<file path="config.mk">
export PLATFORM = sky130hd
export DESIGN_NAME = mem_port_arbiter
export DESIGN_NICKNAME = d
export VERILOG_FILES = /design/src/rtl/mem_port_arbiter_pkg.sv /design/src/rtl/mem_port_arbiter_arb_prio_streak.sv /design/src/rtl/mem_port_arbiter.sv
export SDC_FILE = /design/constraint.sdc
export NUM_CORES = 1
export LEC_CHECK = 0
export ABC_AREA = 1
export BUFFER_PORTS_ARGS = -buffer_cell sky130_fd_sc_hd__buf_2
export CORE_MARGIN = 2
export CORE_UTILIZATION = 47
export CTS_CLUSTER_DIAMETER = 80
export DETAILED_ROUTE_END_ITERATION = 7
export PLACE_DENSITY = 0.8
export SLEW_MARGIN = 20
export SYNTH_ARGS = -nofsm -noshare
export SYNTH_HDL_FRONTEND = slang
export SYNTH_SLANG_ARGS = --single-unit
</file>
<file path="constraint.sdc">
create_clock -name clk -period 2.2 [get_ports clk]
set_input_delay 0.44 -clock clk [delete_from_list [all_inputs] [get_ports clk]]
set_output_delay 0.44 -clock clk [all_outputs]
set_load 0.05 [all_outputs]
</file>
<file path="src/rtl/mem_port_arbiter_pkg.sv">
// mem_port_arbiter_pkg: shared FSM encoding, owner codes and counter-width helper
package mem_port_arbiter_pkg;
    typedef enum logic [1:0] {IDLE = 2'd0, ISSUE = 2'd1, WAIT = 2'd2} state_e;
    localparam logic OWNER_IF = 1'b0;
    localparam logic OWNER_DM = 1'b1;
    // Bits needed to hold the values 0..v-1, never less than one
    function automatic int clog2(input int v);
        int r = 1;
        while ((1 << r) < v) r++;
        return r;
    endfunction
endpackage

</file>
<file path="src/rtl/mem_port_arbiter_arb_prio_streak.sv">
// arb_prio_streak: data-priority arbitration with a streak guard that forces a fetch grant
module arb_prio_streak
    import mem_port_arbiter_pkg::*;
#(
    parameter int MAX_DM_STREAK = 4
) (
    input  logic clk,
    input  logic rst,
    input  logic if_valid_i,
    input  logic dm_valid_i,
    input  logic grant_en_i,
    output logic grant_if_o,
    output logic grant_dm_o
);
    localparam int SW = clog2(MAX_DM_STREAK + 1);
    logic [SW-1:0] streak_q;
    logic both, force_if;
    always_comb begin
        both       = if_valid_i & dm_valid_i;
        force_if   = both && streak_q == SW'(MAX_DM_STREAK);
        grant_dm_o = dm_valid_i & ~force_if;
        grant_if_o = if_valid_i & ~grant_dm_o;
    end
    // Only contested data wins lengthen the streak; any fetch grant ends it
    always_ff @(posedge clk) begin
        if (rst)
            streak_q <= '0;
        else if (grant_en_i)
            streak_q <= grant_if_o ? '0 : both ? streak_q + SW'(1) : streak_q;
    end
endmodule

</file>
<file path="src/rtl/mem_port_arbiter.sv">
// mem_port_arbiter: shares one single-port memory between fetch and data requesters,
// one outstanding transaction at a time, with a response timeout.
module mem_port_arbiter
    import mem_port_arbiter_pkg::*;
#(
    parameter int WIDTH         = 32,
    parameter int MAX_DM_STREAK = 4,
    parameter int TIMEOUT       = 64
) (
    input  logic             clk,
    input  logic             rst,
    input  logic             if_req_valid,
    input  logic [WIDTH-1:0] if_req_addr,
    output logic             if_req_ready,
    output logic             if_rsp_valid,
    output logic [WIDTH-1:0] if_rsp_data,
    input  logic             dm_req_valid,
    input  logic             dm_req_we,
    input  logic [WIDTH-1:0] dm_req_addr,
    input  logic [WIDTH-1:0] dm_req_wdata,
    input  logic [3:0]       dm_req_be,
    output logic             dm_req_ready,
    output logic             dm_rsp_valid,
    output logic [WIDTH-1:0] dm_rsp_rdata,
    output logic             mem_req_valid,
    input  logic             mem_req_ready,
    output logic             mem_req_we,
    output logic [WIDTH-1:0] mem_req_addr,
    output logic [WIDTH-1:0] mem_req_wdata,
    output logic [3:0]       mem_req_be,
    input  logic             mem_rsp_valid,
    input  logic [WIDTH-1:0] mem_rsp_rdata,
    output logic             busy,
    output logic             owner,
    output logic             err
);
    localparam int TW = clog2(TIMEOUT + 1);
    state_e state_q, state_d;
    logic owner_q, we_q, if_rsp_q, dm_rsp_q;
    logic [WIDTH-1:0] addr_q, wdata_q, if_data_q, dm_data_q;
    logic [3:0] be_q;
    logic [TW-1:0] cnt_q;
    logic grant_if, grant_dm, hold, accept, rsp_hit, rsp_if, rsp_dm, expire, exp_if, exp_dm;

    arb_prio_streak #(.MAX_DM_STREAK(MAX_DM_STREAK)) u_arb (
        .clk        (clk),
        .rst        (rst),
        .if_valid_i (if_req_valid),
        .dm_valid_i (dm_req_valid),
        .grant_en_i (accept),
        .grant_if_o (grant_if),
        .grant_dm_o (grant_dm)
    );

    always_comb begin
        // A grant to the other requester waits one cycle while a response pulse is out
        hold          = (if_rsp_q & grant_dm) | (dm_rsp_q & grant_if);
        accept        = !rst && state_q == IDLE && (grant_if || grant_dm) && !hold;
        rsp_hit       = state_q == WAIT && mem_rsp_valid;
        rsp_if        = rsp_hit && owner_q == OWNER_IF;
        rsp_dm        = rsp_hit && owner_q == OWNER_DM;
        expire        = TIMEOUT != 0 && !rst && state_q != IDLE && cnt_q == TW'(TIMEOUT) && !rsp_hit;
        exp_if        = expire && owner_q == OWNER_IF;
        exp_dm        = expire && owner_q == OWNER_DM;
        state_d       = expire ? IDLE
                      : state_q == IDLE  ? (accept ? ISSUE : IDLE)
                      : state_q == ISSUE ? (mem_req_ready ? WAIT : ISSUE)
                      : rsp_hit ? IDLE : WAIT;
        if_req_ready  = accept & grant_if;
        dm_req_ready  = accept & grant_dm;
        mem_req_valid = state_q == ISSUE && !expire;
        mem_req_we    = we_q;
        mem_req_addr  = addr_q;
        mem_req_wdata = wdata_q;
        mem_req_be    = be_q;
        if_rsp_valid  = if_rsp_q | exp_if;
        dm_rsp_valid  = dm_rsp_q | exp_dm;
        if_rsp_data   = exp_if ? '0 : if_data_q;
        dm_rsp_rdata  = exp_dm ? '0 : dm_data_q;
        busy          = state_q != IDLE;
        owner         = owner_q;
        err           = expire;
    end

    always_ff @(posedge clk) begin
        if (rst)
            state_q <= IDLE;
        else
            state_q <= state_d;
    end

    always_ff @(posedge clk) begin
        if (rst) begin
            owner_q   <= OWNER_IF;
            we_q      <= 1'b0;
            addr_q    <= '0;
            wdata_q   <= '0;
            be_q      <= '0;
            cnt_q     <= '0;
            if_rsp_q  <= 1'b0;
            dm_rsp_q  <= 1'b0;
            if_data_q <= '0;
            dm_data_q <= '0;
        end else begin
            cnt_q    <= state_q == IDLE ? '0 : cnt_q + TW'(1);
            if_rsp_q <= rsp_if;
            dm_rsp_q <= rsp_dm;
            if (accept) begin
                owner_q <= grant_dm ? OWNER_DM : OWNER_IF;
                we_q    <= grant_dm & dm_req_we;
                addr_q  <= grant_dm ? dm_req_addr : if_req_addr;
                wdata_q <= grant_dm ? dm_req_wdata : '0;
                be_q    <= grant_dm ? dm_req_be : 4'hF;
            end
            if (rsp_if || exp_if)
                if_data_q <= rsp_hit ? mem_rsp_rdata : '0;
            if (rsp_dm || exp_dm)
                dm_data_q <= rsp_hit ? mem_rsp_rdata : '0;
        end
    end
endmodule

</file>
Word-level counts from Yosys, hierarchy flattened --
Cells that the tools add are included.
Storage, ports and cells: bits in registers 148, output and inout port bits 141, word-level logic and storage cells 72
Operators by class: multiplexer cells 14, reductions and logical operators 26, add/subtract/negate cells 2, bitwise gates (word level) 14, equal/unequal tests 4
Operator list (count):
- 2-to-1 mux 32 bit | 5
- logical AND 1 bit | 13
- bitwise AND 1 bit | 8
- 2-to-1 mux 2 bit | 4
- adder 7 x 1 -> 7 bit (second input constant) | 1
- equality test 7 bit (second input constant) | 1
- 2-to-1 mux 3 bit | 2
- logical NOT 1 bit | 4
- 2-to-1 mux 4 bit | 1
- nonzero test 2 bit | 2
- OR reduction 2 bit | 2
- adder 3 x 1 -> 3 bit (second input constant) | 1
- equality test 3 bit (second input constant) | 1
- logical OR 1 bit | 3
- NOT 1 bit | 3
- bitwise OR 1 bit | 3
- equality test 2 x 1 -> 1 bit (second input constant) | 1
- equality test 2 bit (second input constant) | 1
- logical NOT 2 bit | 1
- 2-to-1 mux 1 bit | 2
- AND reduction 2 bit | 1

Logic depth before layout (Yosys ltp) --
depth after elaboration 12, mapped depth 10

Modules after synthesis --
From an unflattened synthesis, not the netlist that was laid out.
Unflattened totals: cell total of the unflattened synthesis 867, area total of the unflattened synthesis 6197.2 um2
By module, submodules not included:
- mem_port_arbiter | area an instance 5989.5 um2, cells an instance 838, times used 1
- arb_prio_streak | area an instance 207.7 um2, cells an instance 29, times used 1

Worst setup path after synthesis --
No wires, ideal clock.
path kind input -> output, from input rst, to output mem_req_valid, setup slack -0.367 ns, arrival 2.127 ns, cell stages on the path 5, required time 1.760 ns, cell sequence buf_2 > nor2_1 > nand3_1 > inv_1 > nor3_1
On the way: word-level cells in the longest chain between the ends 6
Ends and longest elaborated chain:
- start: declaration | RTL line mem_port_arbiter.sv:11 | input logic rst,
- logical NOT 1 bit | RTL line mem_port_arbiter.sv:62 | expire = TIMEOUT != 0 && !rst && state_q != IDLE && cnt_q == TW'(TIMEOUT) && !rsp_hit;
- logical AND 1 bit (3 in series) | RTL line mem_port_arbiter.sv:62
- via err | RTL line mem_port_arbiter.sv:35 | output logic err
- logical NOT 1 bit | RTL line mem_port_arbiter.sv:71 | mem_req_valid = state_q == ISSUE && !expire;
- logical AND 1 bit | RTL line mem_port_arbiter.sv:71
- end: declaration | RTL line mem_port_arbiter.sv:25 | output logic mem_req_valid,
The timed path passes the listed nets, and every way through them passes these cells.

Worst setup path in the final report --
from register cnt_q[1], to output if_rsp_data[30]
On the way: word-level cells in the longest chain between the ends 5
Ends and longest elaborated chain:
- start: declaration | RTL line mem_port_arbiter.sv:42 | logic [TW-1:0] cnt_q;
- start signal: assignment | RTL line mem_port_arbiter.sv:105 | cnt_q <= state_q == IDLE ? '0 : cnt_q + TW'(1);
- equality test 7 bit | RTL line mem_port_arbiter.sv:62
- logical AND 1 bit (2 in series) | RTL line mem_port_arbiter.sv:62
- logical AND 1 bit | RTL line mem_port_arbiter.sv:63 | exp_if = expire && owner_q == OWNER_IF;
- 2-to-1 mux 32 bit | RTL line mem_port_arbiter.sv:78 | if_rsp_data = exp_if ? '0 : if_data_q;
- end: declaration | RTL line mem_port_arbiter.sv:16 | output logic [WIDTH-1:0] if_rsp_data,
Every way passes these cells.

==> impl_metrics.csv <==
group,metric,value,unit
sta,rsz0062_at_grt,"true",
sta,min_period,2351,ps
floorplan,dieHeight,118.7,µm
routing,drc,0,
logic_synthesis,async_flop_share,0,
placement,port_buffers,279,
clock_network,cts_tree,"done",
logic_synthesis,synth_top_area_cell,"dfxtp_1",
global_routing,grt_pass1_vias,6870,
power,clockPowerShare,0.429,
routing,vias,7268,
power,comb_power_share,0.186,
floorplan,fp-row-count,41,
clock_network,cts_hold_buf,0,
placement,place_area,0.007752,mm²
critical_path,regToRegStartpoint,"state_q[0]",
logic_synthesis,synth_most_common_cell,"nand2_1",
logic_synthesis,synth-seq-area-share,0.4791,
routing,viasPerCell,5.325,
critical_path,reg2reg_setup_slack,10,ps
placement,gp_congestion,0.8561,
placement,dp_cells,1284,
routing,ant_nets,0,
critical_path,r2r_end,"u_arb.streak_q[1]",
critical_path,startpoint,"cnt_q[1]",
logic_synthesis,ys_warn_count,0,
critical_path,crit_type,"register to primary output",
routing,drt-initial-drc-count,607,
logic_synthesis,synth_area_leaders,"dfxtp_1 48%, nand2_1 17%, a21oi_1 11%, inv_1 5.4%, o21ai_0 5.3%",
cells_and_area,post-route-util,0.7905,
floorplan,core_area,0.01272,mm²
power,p_sw,0.002134,W
global_routing,grt_overflow_total,0,
critical_path,cp-end-kind,"primary output",
sta,finalCritPeriodShare,1.069,
cells_and_area,drive_gt1_frac,0.4606,
global_routing,grt_pass1_wl,33.87,mm
sta,hold_violations,0,
clock_network,clkLatencyLatePin,420,ps
critical_path,path_max_fanout,8,
placement,post-place-ws,122.9,ps
clock_network,cts_root_buf,"clkbuf_16",
logic_synthesis,synth_edf_count,0,
sta,fin_skew,11.69,ps
clock_network,cts_buffers,17,
clock_network,path_clk_slew,60,ps
worst_hold_path,hp-start,"dm_req_be[3]",
cells_and_area,final_cells,1365,
power,powerDensity,743.6,mW/mm²
cells_and_area,final_area,0.01006,mm²
run,drv_cap,0,
logic_synthesis,synthDistinctLibCells,24,
cells_and_area,nets,1324,
clock_network,cts_sinks,148,
sta,max_freq,0.4253,GHz
sta,setup_ws,-151.5,ps
clock_network,h-tree-depth,4,
floorplan,floorplan.initialDensity,0.4861,
routing,dr.pass1.iters,8,
floorplan,dieArea,0.01409,mm²
power,leakage,4.869,nW
floorplan,ios,280,
cells_and_area,area_growth_syn_to_layout,62.61,%
critical_path,startpoint_type,"register",
logic_synthesis,ys_ff_latch,148,
critical_path,crit_end,"if_rsp_data[30]",
routing,wl_per_cell,17.05,µm
power,power_frac_seq,0.385,
global_routing,grt_max_degree,71,
outcome,outcome,"complete, but fails checks",
sta,worst_hold_slack,228.8,ps
worst_hold_path,hp-class,"primary input to register",
clock_network,cts_max_path_buffers,2,
global_routing,grt_usage,0.2980,
critical_path,required,1760,ps
critical_path,arrival,1910,ps
power,internal_power,0.005344,W
floorplan,die_x,118.7,µm
sta,slew_violations,0,
routing,wirelength,23.27,mm
global_routing,antenna_found_initial,1,
logic_synthesis,avgSynthCellArea,7.084,µm²
sta,worst_slew_pin_slew,614.2,ps
placement,hpwl,12.41,mm
sta,slew_headroom,0.5905,
power,swShare,0.2854,
logic_synthesis,yosys-top-cells-count,"285 x nand2_1, 148 x dfxtp_1, 137 x a21oi_1",
outcome,violations,"negative setup slack",
logic_synthesis,synth.cell_area,0.006185,mm²
sta,setup_viol,67,
power,peakVddDrop,0.0006892,V
logic_synthesis,syn_nets,1016,
logic_synthesis,syn_inst,873,
critical_path,r2r_cells,14,
logic_synthesis,synth_ff_type,"dfxtp_1",
logic_synthesis,synth_top_area_share,0.4791,
## cells by family (layout without fill, tap and decap cells)
| group | Yosys count | in the layout | synth area share |
|---|---|---|---|
| AOI/OAI and AO/OA | 206 | 206 | 0.1667 |
| buffers and inverters | 154 | 473 | 0.1018 |
| xor gates and xnor gates | 2 | 2 | 0.002833 |
| and+or+nand+nor | 359 | 359 | 0.2416 |
| other | 0 | 1 | 0 |
| DFF | 148 | 148 | 0.4791 |
| adders and majority gates | 4 | 4 | 0.008093 |
## stage by stage
step	TNS, ps	power, W
2_1_floorplan	0	0.003743
6_report	-7058	0.007478
4_1_cts	-2496	0.007386
3_3_place_gp	0	0.004095
5_1_grt	-11520	0.007719
3_5_place_dp	0	0.004108
## flip-flops by register name, summed over array words and instances (netlist names)
register	flops
mem_req_addr	32
if_data_q	32
cnt_q	7
mem_req_we	1
state_q	2
mem_req_be	4
owner	1
u_arb.streak_q	3
dm_data_q	32
if_rsp_q	1
dm_rsp_q	1
mem_req_wdata	32
## cell type report
| class | count | area [µm²] |
|---|---|---|
| Fill cell | 849 | 2665 |
| Clock inverter | 9 | 176.4 |
| Timing Repair Buffer | 351 | 2645 |
| Tap cell | 172 | 215.2 |
| Sequential cell | 148 | 2973 |
| Multi-Input combinational cell | 571 | 3222 |
| Antenna cell | 1 | 2.502 |
| Inverter | 92 | 352.8 |
| Clock buffer | 21 | 470.5 |
## cell usage in the layout, fill, tap and decap left out, types with 2 or more instances in the layout
master	synthesis	layout
clkbuf_16	0	18
nor2_1	17	12
buf_2	23	209
nor2_2	0	3
nand3_4	0	2
nor3_1	3	2
ha_1	4	2
dfxtp_2	0	5
buf_6	3	58
nand3_1	12	8
bufinv_16	0	5
nor2_4	1	3
o21ai_0	65	65
dfxtp_1	148	142
o21ai_1	4	4
xnor2_1	2	2
clkinv_2	0	2
buf_4	0	55
buf_12	0	5
a21oi_1	137	135
nand2_1	285	212
clkbuf_8	0	3
nand2_4	0	68
inv_1	89	19
inv_4	0	3
nand2_2	1	5
buf_16	0	5
buf_8	0	18
inv_2	2	69
nand3_2	1	3
nand4_1	36	36
## routing by layer
layer / wire length [µm] / vias up / global-route usage / share of wire
li1: - / 3414 / - / -
met1: 8826 / 3364 / 0.3566 / 0.38
met2: 11760 / 397 / 0.5018 / 0.51
met3: 1588 / 93 / 0.06274 / 0.068
met4: 1096 / 0 / 0.1548 / 0.047
met5: 0 / - / 0 / 0
## worst min-delay path by stage
stage	end	slack [ps]	cells after the start
2_1_floorplan	cnt_q[0]	430	1
3_3_place_gp	cnt_q[0]	440	1
3_5_place_dp	mem_req_wdata[25]	450	2
4_1_cts	mem_req_be[3]	210	3
5_1_grt	mem_req_be[3]	220	3
6_report	mem_req_be[3]	230	3
## critical path, stage by stage (launching register included)
cell and delay, ps:
dfxtp_2 320, inv_2 60, ha_4 140, nand2_4 50, nor2_4 120, nand4_1 170, buf_6 190, buf_16 160
nand2_4 80, inv_2 50, buf_6 150
## power groups by stage
stage | Clock (W) | Combinational [W] | Sequential (W)
floorplan | 0 | 0.000558 | 0.00319
global placement | 0 | 0.00119 | 0.00291
detailed placement | 0 | 0.00120 | 0.00291
CTS | 0.00320 | 0.00131 | 0.00287
global route | 0.00334 | 0.00148 | 0.00289
finish | 0.00321 | 0.00139 | 0.00288
## timing repair
item | 4_1_cts | 5_1_grt
cloned | 5 | 1
pin swaps | 6 | 33
setup buffers | 18 | 26
endpoints found under the setup margin | 70 | 72
resized for setup | 302 | 107
No activity file was read; power rests on OpenSTA's default activity.
